===== src/rtl/iir_sched_ctrl.sv =====
// Sequencing/configuration front end for iir_filter: paces FIFO'd samples into the filter and
// holds a shadow/active coefficient bank whose swap waits until the filter has drained.
module iir_sched_ctrl #(
  parameter int NB         = 12,
  parameter int FIFO_DEPTH = 4,
  parameter int MAX_OUT    = 7,
  parameter int GAP        = 0
) (
  input  logic                           clk,
  input  logic                           rst_n,
  input  logic                           s_valid,
  input  logic [NB-1:0]                  s_data,
  output logic                           s_ready,
  input  logic                           cfg_we,
  input  logic [2:0]                     cfg_addr,
  input  logic [NB-1:0]                  cfg_wdata,
  input  logic                           cfg_commit,
  output logic                           cfg_busy,
  output logic                           f_vIn,
  output logic [NB-1:0]                  f_dIn,
  output logic [3*NB-1:0]                f_b,
  output logic [2*NB-1:0]                f_a,
  input  logic                           f_vOut,
  output logic [$clog2(MAX_OUT+1)-1:0]   pend_cnt,
  output logic [1:0]                     err
);

  localparam int AW = $clog2(FIFO_DEPTH);
  localparam int PW = $clog2(MAX_OUT + 1);
  localparam int GW = (GAP > 0) ? $clog2(GAP + 1) : 1;
  localparam logic [AW:0]   DEPTH_C = (AW + 1)'(FIFO_DEPTH);
  localparam logic [AW:0]   PTR_ONE = (AW + 1)'(1);
  localparam logic [PW-1:0] MAX_C   = PW'(MAX_OUT);
  localparam logic [PW-1:0] PEND_ONE = PW'(1);
  localparam logic [GW-1:0] GAP_C   = GW'(GAP);
  localparam logic [GW-1:0] GAP_ONE = GW'(1);

  typedef enum logic [1:0] {
    ST_RUN   = 2'd0,
    ST_DRAIN = 2'd1,
    ST_SWAP  = 2'd2
  } state_t;

  state_t          state_r, state_nxt_s;
  logic [NB-1:0]   fifo_mem_r [FIFO_DEPTH];
  logic [AW:0]     wr_ptr_r, rd_ptr_r;
  logic [GW-1:0]   gap_r;
  logic [PW-1:0]   pend_r, pend_nxt_s;
  logic [NB-1:0]   shadow_r [5];
  logic [3*NB-1:0] act_b_r;
  logic [2*NB-1:0] act_a_r;
  logic            vin_r;
  logic [NB-1:0]   din_r;
  logic [1:0]      err_r;
  logic            full_s, empty_s, push_s, issue_s;

  assign full_s  = (wr_ptr_r - rd_ptr_r) == DEPTH_C;
  assign empty_s = (wr_ptr_r == rd_ptr_r);
  assign push_s  = s_valid && !full_s;
  assign issue_s = (state_r == ST_RUN) && !empty_s && (gap_r == {GW{1'b0}}) && (pend_r < MAX_C);

  // Commit sequencing: drain in-flight samples, then one swap cycle
  always_comb begin
    state_nxt_s = state_r;
    case (state_r)
      ST_RUN: begin
        if (cfg_commit) state_nxt_s = ST_DRAIN;
        else            state_nxt_s = ST_RUN;
      end
      ST_DRAIN: begin
        if ((pend_r == {PW{1'b0}}) && !f_vOut) state_nxt_s = ST_SWAP;
        else                                   state_nxt_s = ST_DRAIN;
      end
      ST_SWAP: state_nxt_s = ST_RUN;
      default: state_nxt_s = ST_RUN;
    endcase
  end

  // In-flight count; a return with nothing outstanding is flagged elsewhere, not counted
  always_comb begin
    pend_nxt_s = pend_r;
    case ({issue_s, f_vOut})
      2'b10: pend_nxt_s = pend_r + PEND_ONE;
      2'b01: begin
        if (pend_r != {PW{1'b0}}) pend_nxt_s = pend_r - PEND_ONE;
        else                      pend_nxt_s = pend_r;
      end
      default: pend_nxt_s = pend_r;
    endcase
  end

  // FIFO, issue pacing and filter-side sample outputs
  always_ff @(posedge clk or negedge rst_n) begin
    if (!rst_n) begin
      state_r  <= ST_RUN;
      wr_ptr_r <= {(AW + 1){1'b0}};
      rd_ptr_r <= {(AW + 1){1'b0}};
      gap_r    <= {GW{1'b0}};
      pend_r   <= {PW{1'b0}};
      vin_r    <= 1'b0;
      din_r    <= {NB{1'b0}};
      for (int i = 0; i < FIFO_DEPTH; i++) fifo_mem_r[i] <= {NB{1'b0}};
    end else begin
      state_r <= state_nxt_s;
      pend_r  <= pend_nxt_s;
      vin_r   <= issue_s;
      if (issue_s) begin
        gap_r    <= GAP_C;
        din_r    <= fifo_mem_r[rd_ptr_r[AW-1:0]];
        rd_ptr_r <= rd_ptr_r + PTR_ONE;
      end else if (gap_r != {GW{1'b0}}) begin
        gap_r <= gap_r - GAP_ONE;
      end
      if (push_s) begin
        fifo_mem_r[wr_ptr_r[AW-1:0]] <= s_data;
        wr_ptr_r <= wr_ptr_r + PTR_ONE;
      end
    end
  end

  // Coefficient banks and sticky error flags; the swap copies the pre-edge shadow contents
  always_ff @(posedge clk or negedge rst_n) begin
    if (!rst_n) begin
      act_b_r <= {(3 * NB){1'b0}};
      act_a_r <= {(2 * NB){1'b0}};
      err_r   <= 2'b00;
      for (int i = 0; i < 5; i++) shadow_r[i] <= {NB{1'b0}};
    end else begin
      if (cfg_we) begin
        case (cfg_addr)
          3'd0:    shadow_r[0] <= cfg_wdata;
          3'd1:    shadow_r[1] <= cfg_wdata;
          3'd2:    shadow_r[2] <= cfg_wdata;
          3'd3:    shadow_r[3] <= cfg_wdata;
          3'd4:    shadow_r[4] <= cfg_wdata;
          default: err_r[0]    <= 1'b1;
        endcase
      end
      if (f_vOut && (pend_r == {PW{1'b0}})) err_r[1] <= 1'b1;
      if (state_r == ST_SWAP) begin
        act_b_r <= {shadow_r[2], shadow_r[1], shadow_r[0]};
        act_a_r <= {shadow_r[4], shadow_r[3]};
      end
    end
  end

  assign s_ready  = !full_s;
  assign cfg_busy = (state_r != ST_RUN);
  assign f_vIn    = vin_r;
  assign f_dIn    = din_r;
  assign f_b      = act_b_r;
  assign f_a      = act_a_r;
  assign pend_cnt = pend_r;
  assign err      = err_r;

endmodule


===== config.mk =====
export PLATFORM = sky130hd
export DESIGN_NAME = iir_sched_ctrl
export DESIGN_NICKNAME = d
export VERILOG_FILES = /design/src/rtl/iir_sched_ctrl.sv
export SDC_FILE = /design/constraint.sdc
export NUM_CORES = 1
export LEC_CHECK = 0
export ABC_AREA = 1
export BUFFER_PORTS_ARGS = -buffer_cell sky130_fd_sc_hd__buf_2
export CORE_MARGIN = 2
export CORE_UTILIZATION = 55
export CTS_CLUSTER_DIAMETER = 120
export DETAILED_ROUTE_END_ITERATION = 10
export GPL_ROUTABILITY_DRIVEN = 0
export PLACE_DENSITY = 0.77
export REMOVE_ABC_BUFFERS = 1
export SLEW_MARGIN = 5
export SYNTH_ARGS = -nofsm -noshare
export SYNTH_HDL_FRONTEND = slang
export SYNTH_SLANG_ARGS = --single-unit
export TNS_END_PERCENT = 100

===== constraint.sdc =====
create_clock -name clk -period 2.54 [get_ports clk]
set_input_delay 0.508 -clock clk [delete_from_list [all_inputs] [get_ports clk]]
set_output_delay 0.508 -clock clk [all_outputs]
set_load 0.1 [all_outputs]

==> metrics.md <==
| Metric | Value |
|---|---|
| Max-slew headroom | `65.8%` |
| # diodes | `0` |
| Die area | `0.0156 sq mm` |
| TritonCTS clock tree | `yes` |
| Vias in the first global route | `slightly below 6k` |
| Area grow syn2layout | `16.9%` |
| CP arrival | `approximately 1.9 ns` |
| Yosys warnings | `0` |
| TritonCTS Buffers | `17` |
| Later-pin clock latency in the skew report | `around 0.44 ns` |
| Hold buffers post-CTS | `0` |
| Vias post-DR | `about 5.9k` |
| TNS Setup | `0 ns` |
| Gr ovfl total | `0` |
| # resized after CTS | `0` |
| Setup bufs post-CTS | `0` |
| Avg Cell Area, Syn | `roughly 10 sq um` |
| Num ports | `between 100 and 150` |
| Type of the worst min-delay path | `input pin to asynchronous set/reset pin` |
| Crit Path Class | `flip-flop to output port` |
| Vias per std cell | `around 5.5` |
| TritonCTS Sinks | `between 150 and 200` |
| Cell row count | `44` |
| Worst Path Max Fanout | `10` |
| Setup Viol. Count Final | `0` |
| Router iterations before antenna repair | `5` |
| Area of the core | `around 0.014 sq mm` |
| Antenna Nets Post-Route | `0` |
| Synthesized flop and latch total | `about 190` |
| Global-route wire length before repair | `29.1 mm` |
| Skew final | `0.0118 ns` |
| Fmax | `around 420 MHz` |
| Slew @ Worst Pin | `~0.52 ns` |
| Die Span Y | `between 100 and 150 um` |
| WL final | `17.3 mm` |
| Crit path time final | `around 2.4 ns` |
| Max Slew Vio Count | `0` |
| Fillers | `between 1k and 1.5k` |
| Sequential fraction of the synthesis area | `between 60% and 70%` |
| R2r setup slk | `between 0.3 and 0.4 ns` |
| Part of the cycle the worst path needs | `between 90% and 100%` |
| RSZ-0062 raised after global routing | `false` |
| All-Layer GR Usage | `23.3%` |
| Final Hold Viols | `0` |
| Distinct cells, synth | `31` |
| CTS Buffer Depth | `2` |
| Mapped Area | `about 0.0080 sq mm` |
| Maxcap violations | `0` |
| Critical Path Start | `wr_ptr_r[1]` |
| DR iter-0 viols | `around 420` |
| DR WL/cell | `16.2 um` |
| Data required, critical path | `roughly 2.0 ns` |
| Setup crit end kind | `output port` |
| H-tree lvl count | `4` |
| Hpwl dp | `roughly 11 mm` |
| Largest net degree at the start of global routing | `between 50 and 60` |
| Initial antenna violation count | `0` |
| IO buf count | `112` |
| Layout cells sized above 1 | `28.2%` |
| Starting Density | `55.8%` |
| Outcome | `completed` |
| Post-route DRC | `0` |
| Nets | `a little over 900` |
| Critical path startpoint category | `flip-flop` |
| Critical R2R Launch | `wr_ptr_r[0]` |
| Root buf cell | `clkbuf_16` |
| DIE WIDTH | `between 100 and 150 um` |
| Clock-pin slew on the worst setup and hold paths | `0.07 ns` |
| Synth Instances | `767` |
[path summary, 6_finish.rpt]
path | cells after the start | end
hold / removal | 1 | pend_cnt[1]
min in group clk | 3 | state_r[0]
setup reg to reg | 14 | pend_cnt[2]
setup / recovery | 6 | s_ready
hold reg to reg | 2 | fifo_mem_r[31]
max in group asynchronous | 2 | f_b[25]
[kinds of logic after synthesis]
kind of cell,after synthesis,synth area share [%]
simple gates,320,17.6
flops,194,60.4
compound gates,103,7.39
buf+inv,79,4.62
mux,60,8.40
fa+ha+maj,8,1.34
xor+xnor,3,0.327
[cell usage in the layout (no fill, tap or decap), types with 3 or more instances in the layout]
cell,netlist,final
a31oi_1,3,3
a31oi_2,9,9
buf_12,0,5
buf_2,18,110
buf_4,8,18
clkbuf_16,0,17
clkinv_2,0,3
dfrtp_1,194,194
ha_1,7,7
inv_1,31,31
inv_2,3,3
inv_6,0,4
inv_8,0,3
mux2_2,60,60
nand2_1,184,183
nand2_2,3,4
nand3_1,8,8
nand3_2,6,6
nand4_1,49,49
nor2_1,64,64
o21ai_0,85,85
[flip-flops by register name, summed over array words and instances (netlist names)]
| register | cells |
|---|---|
| f_a | 24 |
| f_b | 36 |
| fifo_mem_r | 48 |
| f_dIn | 12 |
| err | 2 |
| rd_ptr_r | 3 |
| shadow_r | 60 |
| state_r | 2 |
| pend_cnt | 3 |
| wr_ptr_r | 3 |
| f_vIn | 1 |
[critical path, stage by stage (launching register included)]
cell	delay [ns]
dfrtp_1	0.44
ha_1	0.33
nand2_1	0.11
nand2_1	0.05
nand3_1	0.10
nand3_4	0.19
buf_12	0.23
[per-stage QoR]
stage          setup WS [ns]  util (%)  cell area (sq um)  cells  hold WS, ns
5_1_grt               0.0350      65.2               9410   1072       0.0859
2_1_floorplan         0.0374         -               7800    722        0.212
3_5_place_dp           0.376      61.2               8830   1040        0.453
3_3_place_gp           0.507      61.2               8830   1040        0.448
4_1_cts                0.128      65.2               9410   1072       0.0585
6_report               0.136      65.2               9410   1072       0.0513
[cells in the mapped netlist, drive strengths merged]
library cell / count / area share (%)
nand4: 49 / 3.8
xor2: 2 / 0.22
a31oi: 12 / 1.6
clkbuf: 14 / 0.65
nor2: 65 / 3.1
mux2: 60 / 8.4
nand2: 188 / 9.0
nor4: 1 / 0.078
nand3: 15 / 1.5
buf: 31 / 2.4
o31ai: 1 / 0.093
inv: 34 / 1.6
dfrtp: 194 / 60
a21oi: 1 / 0.062
o21bai: 2 / 0.19
o21ai: 87 / 5.4
nand3b: 2 / 0.19
ha: 7 / 1.1
xnor2: 1 / 0.11
fa: 1 / 0.25
[final cells by class]
class	count	area, sq um	share of cell area (%)
Tap cell	184	230	2.45
Sequential cell	194	4850	51.6
Timing Repair Buffer	134	800	8.50
Inverter	34	128	1.36
Clock inverter	14	145	1.54
Clock buffer	18	429	4.56
Multi-Input combinational cell	494	2820	30.0
[routing by layer]
layer  vias up  GRT usage (%)  share of wire [%]  wire, um
met1      2921           32.6                 45      7760
met3        27           5.46                6.6      1140
met2       177           36.9                 47      8120
met5         -              0                  0         0
li1       2791              -                  -         -
met4         0           7.19                1.9       324
Power is left out: the tool's default activity adds up to more than one toggle a clock period on the data nets, which glitch-free logic cannot reach.
